[src/rtl/random_delay_timer.sv]
`default_nettype none
// ============================================================================
// Module   : random_delay_timer
// Purpose  : Reaction-time trial sequencer. On start it fetches a random
//            number, waits MIN_DELAY_MS + (random & RANGE_MASK) milliseconds,
//            then lights the stimulus and reports either a valid reaction
//            or a false start.
// Ports    : clk, reset           - clock, synchronous active-high reset
//            start, abort, press  - trial control and user button
//            randomNumber/Valid   - random source handshake (input side)
//            randomRequest        - random source handshake (request side)
//            delayActive          - high while in REQUEST or WAIT
//            stimulusOn           - stimulus LED, high in FIRE
//            falseStart, reacted  - one-cycle result pulses
//            capturedDelay[16:0]  - last captured delay (debug build only)
// Options  : define RANDOM_DELAY_DEBUG_EN to add the capturedDelay output.
// Revision : 1.0 - initial release
// ============================================================================
module random_delay_timer #(
  parameter int unsigned TICK_DIV     = 50000,
  parameter logic [15:0] MIN_DELAY_MS = 16'd1000,
  parameter logic [15:0] RANGE_MASK   = 16'h0FFF
) (
  input  logic        clk,
  input  logic        reset,
  input  logic        start,
  input  logic        abort,
  input  logic        press,
  input  logic [15:0] randomNumber,
  input  logic        randomValid,
  output logic        randomRequest,
  output logic        delayActive,
  output logic        stimulusOn,
  output logic        falseStart,
  output logic        reacted
`ifdef RANDOM_DELAY_DEBUG_EN
  ,
  output logic [16:0] capturedDelay
`endif
);

  localparam logic [1:0] S_IDLE    = 2'd0;
  localparam logic [1:0] S_REQUEST = 2'd1;
  localparam logic [1:0] S_WAIT    = 2'd2;
  localparam logic [1:0] S_FIRE    = 2'd3;

  localparam int unsigned      PW          = (TICK_DIV > 1) ? $clog2(TICK_DIV) : 1;
  localparam logic [PW-1:0]    C_PRESC_MAX = PW'(TICK_DIV - 1);

  logic [1:0]    state_q, state_d;
  logic [PW-1:0] presc_q, presc_d;
  logic [16:0]   remaining_q, remaining_d;
  logic          false_start_q, false_start_d;
  logic          reacted_q, reacted_d;
  logic [16:0]   w_delay_ms;
  logic          w_tick;

  // 17-bit sum so the largest MIN + masked random cannot overflow.
  assign w_delay_ms = {1'b0, MIN_DELAY_MS} + {1'b0, randomNumber & RANGE_MASK};
  assign w_tick     = (presc_q == C_PRESC_MAX);

`ifdef RANDOM_DELAY_DEBUG_EN
  logic [16:0] delay_ms_q, delay_ms_d;
`endif

  always_comb begin
    state_d       = state_q;
    presc_d       = presc_q;
    remaining_d   = remaining_q;
    false_start_d = 1'b0;
    reacted_d     = 1'b0;
`ifdef RANDOM_DELAY_DEBUG_EN
    delay_ms_d    = delay_ms_q;
`endif
    if (abort) begin
      // Abort outranks press, so a simultaneous press produces no pulse.
      state_d = S_IDLE;
    end else begin
      case (state_q)
        S_IDLE: begin
          if (start) state_d = S_REQUEST;
        end
        S_REQUEST: begin
          if (press) begin
            false_start_d = 1'b1;
            state_d       = S_IDLE;
          end else if (randomValid) begin
            remaining_d = w_delay_ms;
            presc_d     = '0;
            state_d     = S_WAIT;
`ifdef RANDOM_DELAY_DEBUG_EN
            delay_ms_d  = w_delay_ms;
`endif
          end
        end
        S_WAIT: begin
          // Press is checked before the tick: a press on the final tick
          // is still a false start.
          if (press) begin
            false_start_d = 1'b1;
            state_d       = S_IDLE;
          end else if (remaining_q == 17'd0) begin
            state_d = S_FIRE;
          end else if (w_tick) begin
            presc_d     = '0;
            remaining_d = remaining_q - 17'd1;
            if (remaining_q == 17'd1) state_d = S_FIRE;
          end else begin
            presc_d = presc_q + PW'(1);
          end
        end
        S_FIRE: begin
          if (press) begin
            reacted_d = 1'b1;
            state_d   = S_IDLE;
          end
        end
        default: state_d = S_IDLE;
      endcase
    end
  end

  always_ff @(posedge clk) begin
    if (reset) begin
      state_q       <= S_IDLE;
      presc_q       <= '0;
      remaining_q   <= '0;
      false_start_q <= 1'b0;
      reacted_q     <= 1'b0;
`ifdef RANDOM_DELAY_DEBUG_EN
      delay_ms_q    <= '0;
`endif
    end else begin
      state_q       <= state_d;
      presc_q       <= presc_d;
      remaining_q   <= remaining_d;
      false_start_q <= false_start_d;
      reacted_q     <= reacted_d;
`ifdef RANDOM_DELAY_DEBUG_EN
      delay_ms_q    <= delay_ms_d;
`endif
    end
  end

  // Level outputs are pure state decodes; pulses come from flops.
  assign randomRequest = (state_q == S_REQUEST);
  assign delayActive   = (state_q == S_REQUEST) || (state_q == S_WAIT);
  assign stimulusOn    = (state_q == S_FIRE);
  assign falseStart    = false_start_q;
  assign reacted       = reacted_q;
`ifdef RANDOM_DELAY_DEBUG_EN
  assign capturedDelay = delay_ms_q;
`endif

endmodule
`default_nettype wire
[config.mk]
export PLATFORM = sky130hd
export DESIGN_NAME = random_delay_timer
export DESIGN_NICKNAME = d
export VERILOG_FILES = /design/src/rtl/random_delay_timer.sv
export SDC_FILE = /design/constraint.sdc
export NUM_CORES = 1
export LEC_CHECK = 0
export CAP_MARGIN = 20
export CELL_PAD_IN_SITES_DETAIL_PLACEMENT = 1
export CELL_PAD_IN_SITES_GLOBAL_PLACEMENT = 1
export CORE_UTILIZATION = 38
export CTS_CLUSTER_SIZE = 24
export DETAILED_ROUTE_END_ITERATION = 16
export MAX_ROUTING_LAYER = met4
export PLACE_DENSITY = 0.87
export SLEW_MARGIN = 20
export SYNTH_ARGS = -nofsm -noshare
export SYNTH_HDL_FRONTEND = slang
export SYNTH_SLANG_ARGS = --single-unit
[constraint.sdc]
create_clock -name clk -period 2.1 [get_ports clk]
set_input_delay 0.525 -clock clk [delete_from_list [all_inputs] [get_ports clk]]
set_output_delay 0.525 -clock clk [all_outputs]
set_load 0.05 [all_outputs]
Yosys cells after proc, flatten, opt, wreduce, memory -nomap -nowiden --
Index checks and enable logic that the tools add are counted. W data, S select, Z words.
Storage, ports and cells: register bits 37, input port bits 22, output and inout bits 5, logic and storage cells 59
Cells by class: add/sub/neg operators 3, eq/ne operators 15, multiplexer cells 22, bitwise logic cells 3, reductions and logical operators 11
Operators with widths (number):
- $mux W17 | 5
- $mux W16 | 5
- $pmux W17 S2 | 1
- $pmux W16 S2 | 1
- $eq A17 B1 Y1 const B | 1
- $logic_not A17 Y1 | 1
- $sub A17 B1 Y17 const B | 1
- $add A16 B1 Y16 const B | 1
- $eq A16 B16 Y1 const B | 1
- $mux W2 | 8
- $ne A2 B2 Y1 const B | 7
- $add A10 B12 Y13 const A | 1
- $ne A4 B4 Y1 const B | 2
- $pmux W2 S4 | 1
- $reduce_and A7 Y1 | 1
- $reduce_and A6 Y1 | 1
- $reduce_or A3 Y1 | 2
- $reduce_and A5 Y1 | 1
- $eq A2 B2 Y1 const B | 2
- $reduce_or A2 Y1 | 2
- $ne A3 B3 Y1 const B | 1
- $not A1 Y1 | 3
- $eq A2 B1 Y1 const B | 1
- $logic_not A2 Y1 | 1
- 3 further kinds | 3

Depth between registers and ports, before layout --
depth in word-level cells 6, mapped depth 8, depth with buffers taken out 7

Worst setup path after synthesis --
OpenSTA, ideal clock, no wires.
path type reg2reg, start point register state_q[0], end point register presc_q[7], setup time 0.075 ns, data arrival time 2.417 ns, required time 2.025 ns, slack -0.392 ns, cell stages (with the launch flop) 7, buffers on the path 0, clock period less this slack 2.492 ns, path through dfxtp_1 inv_1 ha_1 nor2b_1 o211ai_4 or4_2 o22ai_1
Between the ends: longest elaborated chain between the ends 3, elaborated cells between the ends (all ways) 9, classes of those cells eq/ne: 6; mux: 1; reduce/logical: 2
RTL lines:
- start: declaration | RTL line 50 | logic [1:0] state_q, state_d;
- start signal: assignment | RTL line 134 | state_q <= state_d;
- $eq A2 B2 Y1 or $eq A2 B1 Y1 (tied branches) | RTL line 79 | case (state_q)
- $ne A2 B2 Y1 (no line) or $reduce_bool A2 Y1 (tied branches)
- $reduce_and A6 Y1 (no line)
- end signal: assignment | RTL line 135 | presc_q <= presc_d;
- end: declaration | RTL line 51 | logic [PW-1:0] presc_q, presc_d;
Several ways; a longest one is shown, not always the timed one. A chain may end at the register's enable or synchronous reset.

Final worst setup path --
Same ends and word-level chain as after synthesis.

==> reports/summary.log <==
INFO  outcome        status=finished, final reports clean
INFO  routing        wire_per_inst=19.5um
INFO  clocking       clock_latency=0.31ns
INFO  final_layout   area_delta_synth_final=33.5%
INFO  synth          yosys_register_bits=37
INFO  clocking       cts_tree=done
INFO  floorplanning  die_height=83.3um
INFO  synth          synthesis.instances=303
INFO  final_layout   num-nets-final=400
INFO  sta            worstMarginPinSlew=0.500ns
INFO  sta            rsz_0062_raised_after_global_routing=yes
INFO  synth          async_flop_share=0%
INFO  place          post_dp_cell_area=3210squm
INFO  floorplanning  placement_rows=29
INFO  clocking       cts_buffer_depth=2
INFO  sta            fin_worst_hold_slack=0.504ns
INFO  worst_setup_path worstPathArrival=2.26ns
INFO  final_layout   design_area=3350squm
INFO  sta            fmax=492MHz
INFO  worst_setup_path crit-reg2reg-capture=presc_q[7]$_SDFFE_PP0P_
INFO  floorplanning  boundaryPins=27
INFO  worst_setup_path worst_path_largest_cell_delay=0.63ns
INFO  worst_setup_path critical_path_rt=2.33ns
INFO  synth          synth_flop_cell=sky130_fd_sc_hd__dfxtp_1
INFO  worst_setup_path critical_path_cell_count=7
INFO  sta            setup-violations-final=0
INFO  clocking       clkSinkCount=37
INFO  clocking       depth_of_the_cts_h_tree=2
INFO  place          numPortBuffers=22
INFO  sta            final.setup_skew=0.0147ns
INFO  routing        drt_iter0_markers=145
INFO  worst_setup_path criticalPathCategory=register to register
INFO  sta            final_min_period_over_clock_period=96.7%
INFO  worst_setup_path regToRegStartpoint=state_q[0]$_SDFFE_PP0P_
INFO  global_routing grtUsageTotal=26.9%
INFO  worst_hold_path worst_hold_path.endpoint=remaining_q[11]$_SDFFE_PP0P_
INFO  worst_setup_path critical_path.top_delay_family=simple AND/OR/NAND/NOR gates
INFO  global_routing globalRoute.totalOverflow=0
INFO  floorplanning  initial_utilization=39.5%
INFO  global_routing grt_first_pass_wirelength=14700um
INFO  worst_setup_path crit_path_top_delay_cell=sky130_fd_sc_hd__or4_2
INFO  clocking       clockRootBuffer=sky130_fd_sc_hd__clkbuf_8
INFO  power          power-per-cell-area=523nW/um^2
INFO  routing        detail_route.drc_violations=0
INFO  global_routing number_of_antenna_violations_at_the_first_check_in_global_routing=0
INFO  final_layout   antenna_cells=0
INFO  synth          yosysWarningCount=0
INFO  place          dp_hpwl=6390um
INFO  synth          postSynthNetCount=334
INFO  sta            setup-tns-final=0ns
INFO  global_routing maximum_number_of_pins_on_one_net_before_global_route_repair=26
INFO  worst_setup_path timing.critical_path.cells=buf_4 -> ha_4 -> nor2b_2 -> o22ai_4 -> o211ai_4 -> or4_2 -> o22ai_2
INFO  worst_hold_path count_of_cells_along_the_worst_hold_path=2
INFO  synth          syn-mean-instance-area=8.28squm
INFO  synth          synth_cell_type_count=64
INFO  routing        dr.pass1.iters=4
INFO  floorplanning  floorplan.die_area=6930squm
INFO  worst_setup_path setup.worst_path.end_class=register
INFO  floorplanning  core=6350squm
INFO  global_routing grt_pass1_vias=2968
INFO  place          finalWeightedCongestion=0.861
INFO  clocking       cts_made_buffers=5
INFO  power          vdd_drop_max=0.000315V
INFO  synth          mappedNetlistArea=2510squm
INFO  clocking       clkTransAtPathRegs=0.08ns
INFO  routing        antenna_violating_nets_post_route=0
INFO  worst_setup_path reg2regPathDepth=7
INFO  worst_hold_path hp-start=remaining_q[11]$_SDFFE_PP0P_
INFO  sta            finalWorstPathRequiredPeriod=2.03ns
INFO  floorplanning  fp.dieW=83.3um
INFO  routing        vias=2750
INFO  power          p_leak=1.17nW
INFO  routing        post_drt_via_cell_ratio=6.15
INFO  worst_setup_path number_of_buffer_and_inverter_instances_along_the_worst_setup_path=1
INFO  final_layout   drive_above_1_share=26.8%
INFO  sta            drv_slew=0
INFO  worst_setup_path critPathMaxFanout=5
INFO  job            cap_violations=0
INFO  worst_setup_path crit_path_start_kind=register
INFO  worst_hold_path worst_hold_path_type=register to register
INFO  sta            maxSlewHeadroom=66.6%
INFO  sta            hold_violations=0
INFO  routing        finalWirelength=8730um
INFO  worst_setup_path ff2ff_setup_slack=0.07ns
INFO  synth          seq_area_frac_synth=29.5%
INFO  clocking       cts.hold.buffers_added=0
INFO  synth          synth_edf_count=0
-- per-layer routing --
layer	vias up	global-route usage, %	wire [um]
met2	72	46.3	4430
li1	1297	-	-
met4	0	9.56	119
met1	1367	31.4	3800
met5	-	-	0
met3	14	4.77	380
-- flip-flops by register name, indices dropped and copies added (netlist names) --
name,count
presc_q,16
reacted,1
falseStart,1
remaining_q,17
state_q,2
-- cells by family after synthesis --
family / synth area share (%)
compound gates: 28.9
simple gates: 27.3
flops: 29.5
xor+xnor: 3.84
fa+ha+maj: 4.49
buf+inv: 6.03
-- worst max-delay path by stage --
stage | start | endpoint | slack [ns]
3_3_place_gp | randomValid | presc_q[3]$_SDFFE_PP0P_ | -0.16
4_1_cts | state_q[1]$_SDFFE_PP0P_ | remaining_q[5]$_SDFFE_PP0P_ | 0.04
2_1_floorplan | state_q[0]$_SDFFE_PP0P_ | presc_q[7]$_SDFFE_PP0P_ | 0.03
3_5_place_dp | randomValid | presc_q[7]$_SDFFE_PP0P_ | -0.21
6_report | state_q[0]$_SDFFE_PP0P_ | presc_q[7]$_SDFFE_PP0P_ | 0.07
5_1_grt | presc_q[0]$_SDFFE_PP0P_ | remaining_q[1]$_SDFFE_PP0P_ | -0.05
-- cells in the mapped netlist (4+ instances only) --
master | n | share of area (%)
sky130_fd_sc_hd__o32ai_1 | 4 | 1.4
sky130_fd_sc_hd__nand2_1 | 24 | 3.6
sky130_fd_sc_hd__xor2_1 | 7 | 2.4
sky130_fd_sc_hd__buf_6 | 4 | 1.8
sky130_fd_sc_hd__nor3_1 | 12 | 2.4
sky130_fd_sc_hd__ha_1 | 9 | 4.5
sky130_fd_sc_hd__o2111ai_1 | 5 | 1.7
sky130_fd_sc_hd__o31ai_1 | 9 | 2.7
sky130_fd_sc_hd__nor4_1 | 6 | 1.5
sky130_fd_sc_hd__nand4_1 | 7 | 1.7
sky130_fd_sc_hd__or4_1 | 4 | 1.2
sky130_fd_sc_hd__nand3_1 | 13 | 2.6
sky130_fd_sc_hd__inv_1 | 14 | 2.1
sky130_fd_sc_hd__xnor2_1 | 4 | 1.4
sky130_fd_sc_hd__and3_1 | 4 | 1.0
sky130_fd_sc_hd__o21ai_0 | 17 | 3.4
sky130_fd_sc_hd__clkbuf_1 | 7 | 1.0
sky130_fd_sc_hd__nor2_1 | 20 | 3.0
sky130_fd_sc_hd__a21oi_2 | 5 | 1.7
sky130_fd_sc_hd__o211ai_1 | 6 | 1.8
sky130_fd_sc_hd__a21oi_1 | 18 | 3.6
sky130_fd_sc_hd__and4_1 | 5 | 1.7
sky130_fd_sc_hd__dfxtp_1 | 37 | 30
-- power by group --
group	total (mW)	switching (mW)	internal, mW	leakage (nW)
registers	0.726	0.0124	0.713	0.299
clock network	0.586	0.289	0.297	0.0542
logic	0.442	0.238	0.204	0.821
total	1.75	0.539	1.21	1.17
-- final cells by class --
type | count | area, sq um
clock buffers | 7 | 96.3
clock inverters | 1 | 5.00
fillers | 767 | 3000
inverters | 14 | 52.6
multi-input cells | 237 | 1690
flip-flops and latches | 37 | 742
well taps | 77 | 96.3
repair buffers | 74 | 666
-- worst reg2reg max path, cell delays in order (launching register included) --
cell and delay, ns:
sky130_fd_sc_hd__dfxtp_1 0.32, sky130_fd_sc_hd__buf_4 0.15, sky130_fd_sc_hd__ha_4 0.18, sky130_fd_sc_hd__nor2b_2 0.17
sky130_fd_sc_hd__o22ai_4 0.20, sky130_fd_sc_hd__o211ai_4 0.13, sky130_fd_sc_hd__or4_2 0.63, sky130_fd_sc_hd__o22ai_2 0.18
-- cells in the final DEF (no fill, tap or decap), types with 3 or more instances in the layout --
| cell type | count |
|---|---|
| sky130_fd_sc_hd__buf_4 | 50 |
| sky130_fd_sc_hd__dfxtp_1 | 36 |
| sky130_fd_sc_hd__nand2_1 | 22 |
| sky130_fd_sc_hd__nor2_1 | 20 |
| sky130_fd_sc_hd__clkdlybuf4s50_1 | 19 |
| sky130_fd_sc_hd__a21oi_1 | 18 |
| sky130_fd_sc_hd__o21ai_0 | 17 |
| sky130_fd_sc_hd__inv_1 | 13 |
| sky130_fd_sc_hd__nand3_1 | 13 |
| sky130_fd_sc_hd__nor3_1 | 12 |
| sky130_fd_sc_hd__o31ai_1 | 8 |
| sky130_fd_sc_hd__nand4_1 | 7 |
| sky130_fd_sc_hd__xor2_1 | 7 |
| sky130_fd_sc_hd__clkbuf_8 | 7 |
| sky130_fd_sc_hd__nor4_1 | 6 |
| sky130_fd_sc_hd__o211ai_1 | 6 |
| sky130_fd_sc_hd__ha_1 | 6 |
| sky130_fd_sc_hd__and4_1 | 5 |
| sky130_fd_sc_hd__o2111ai_1 | 5 |
| sky130_fd_sc_hd__a21oi_2 | 5 |
| sky130_fd_sc_hd__buf_12 | 5 |
| sky130_fd_sc_hd__and3_1 | 4 |
| sky130_fd_sc_hd__xnor2_1 | 4 |
| sky130_fd_sc_hd__or4_1 | 4 |
| sky130_fd_sc_hd__o32ai_1 | 4 |
| sky130_fd_sc_hd__o21ai_1 | 3 |
| sky130_fd_sc_hd__a31oi_1 | 3 |
| sky130_fd_sc_hd__or3_2 | 3 |
| sky130_fd_sc_hd__or3_1 | 3 |
-- repair_timing --
action                                 in CTS  in global routing
gates resized for setup                     0                  9
setup buffers                               0                  0
setup endpoints to repair                   0                 20
endpoints found under the hold margin       0                  0
-- metrics by stage --
step	setup slack (ns)	power, mW	util, %	std cells
after floorplan	0.0258	0.974	-	303
after global placement	-0.159	1.15	50.6	439
after detailed placement	-0.213	1.17	50.6	439
after CTS	0.0393	1.76	52.2	447
after global routing	-0.0452	1.82	52.8	447
final	0.0688	1.75	52.8	447
No activity file was read; power rests on OpenSTA's default activity.
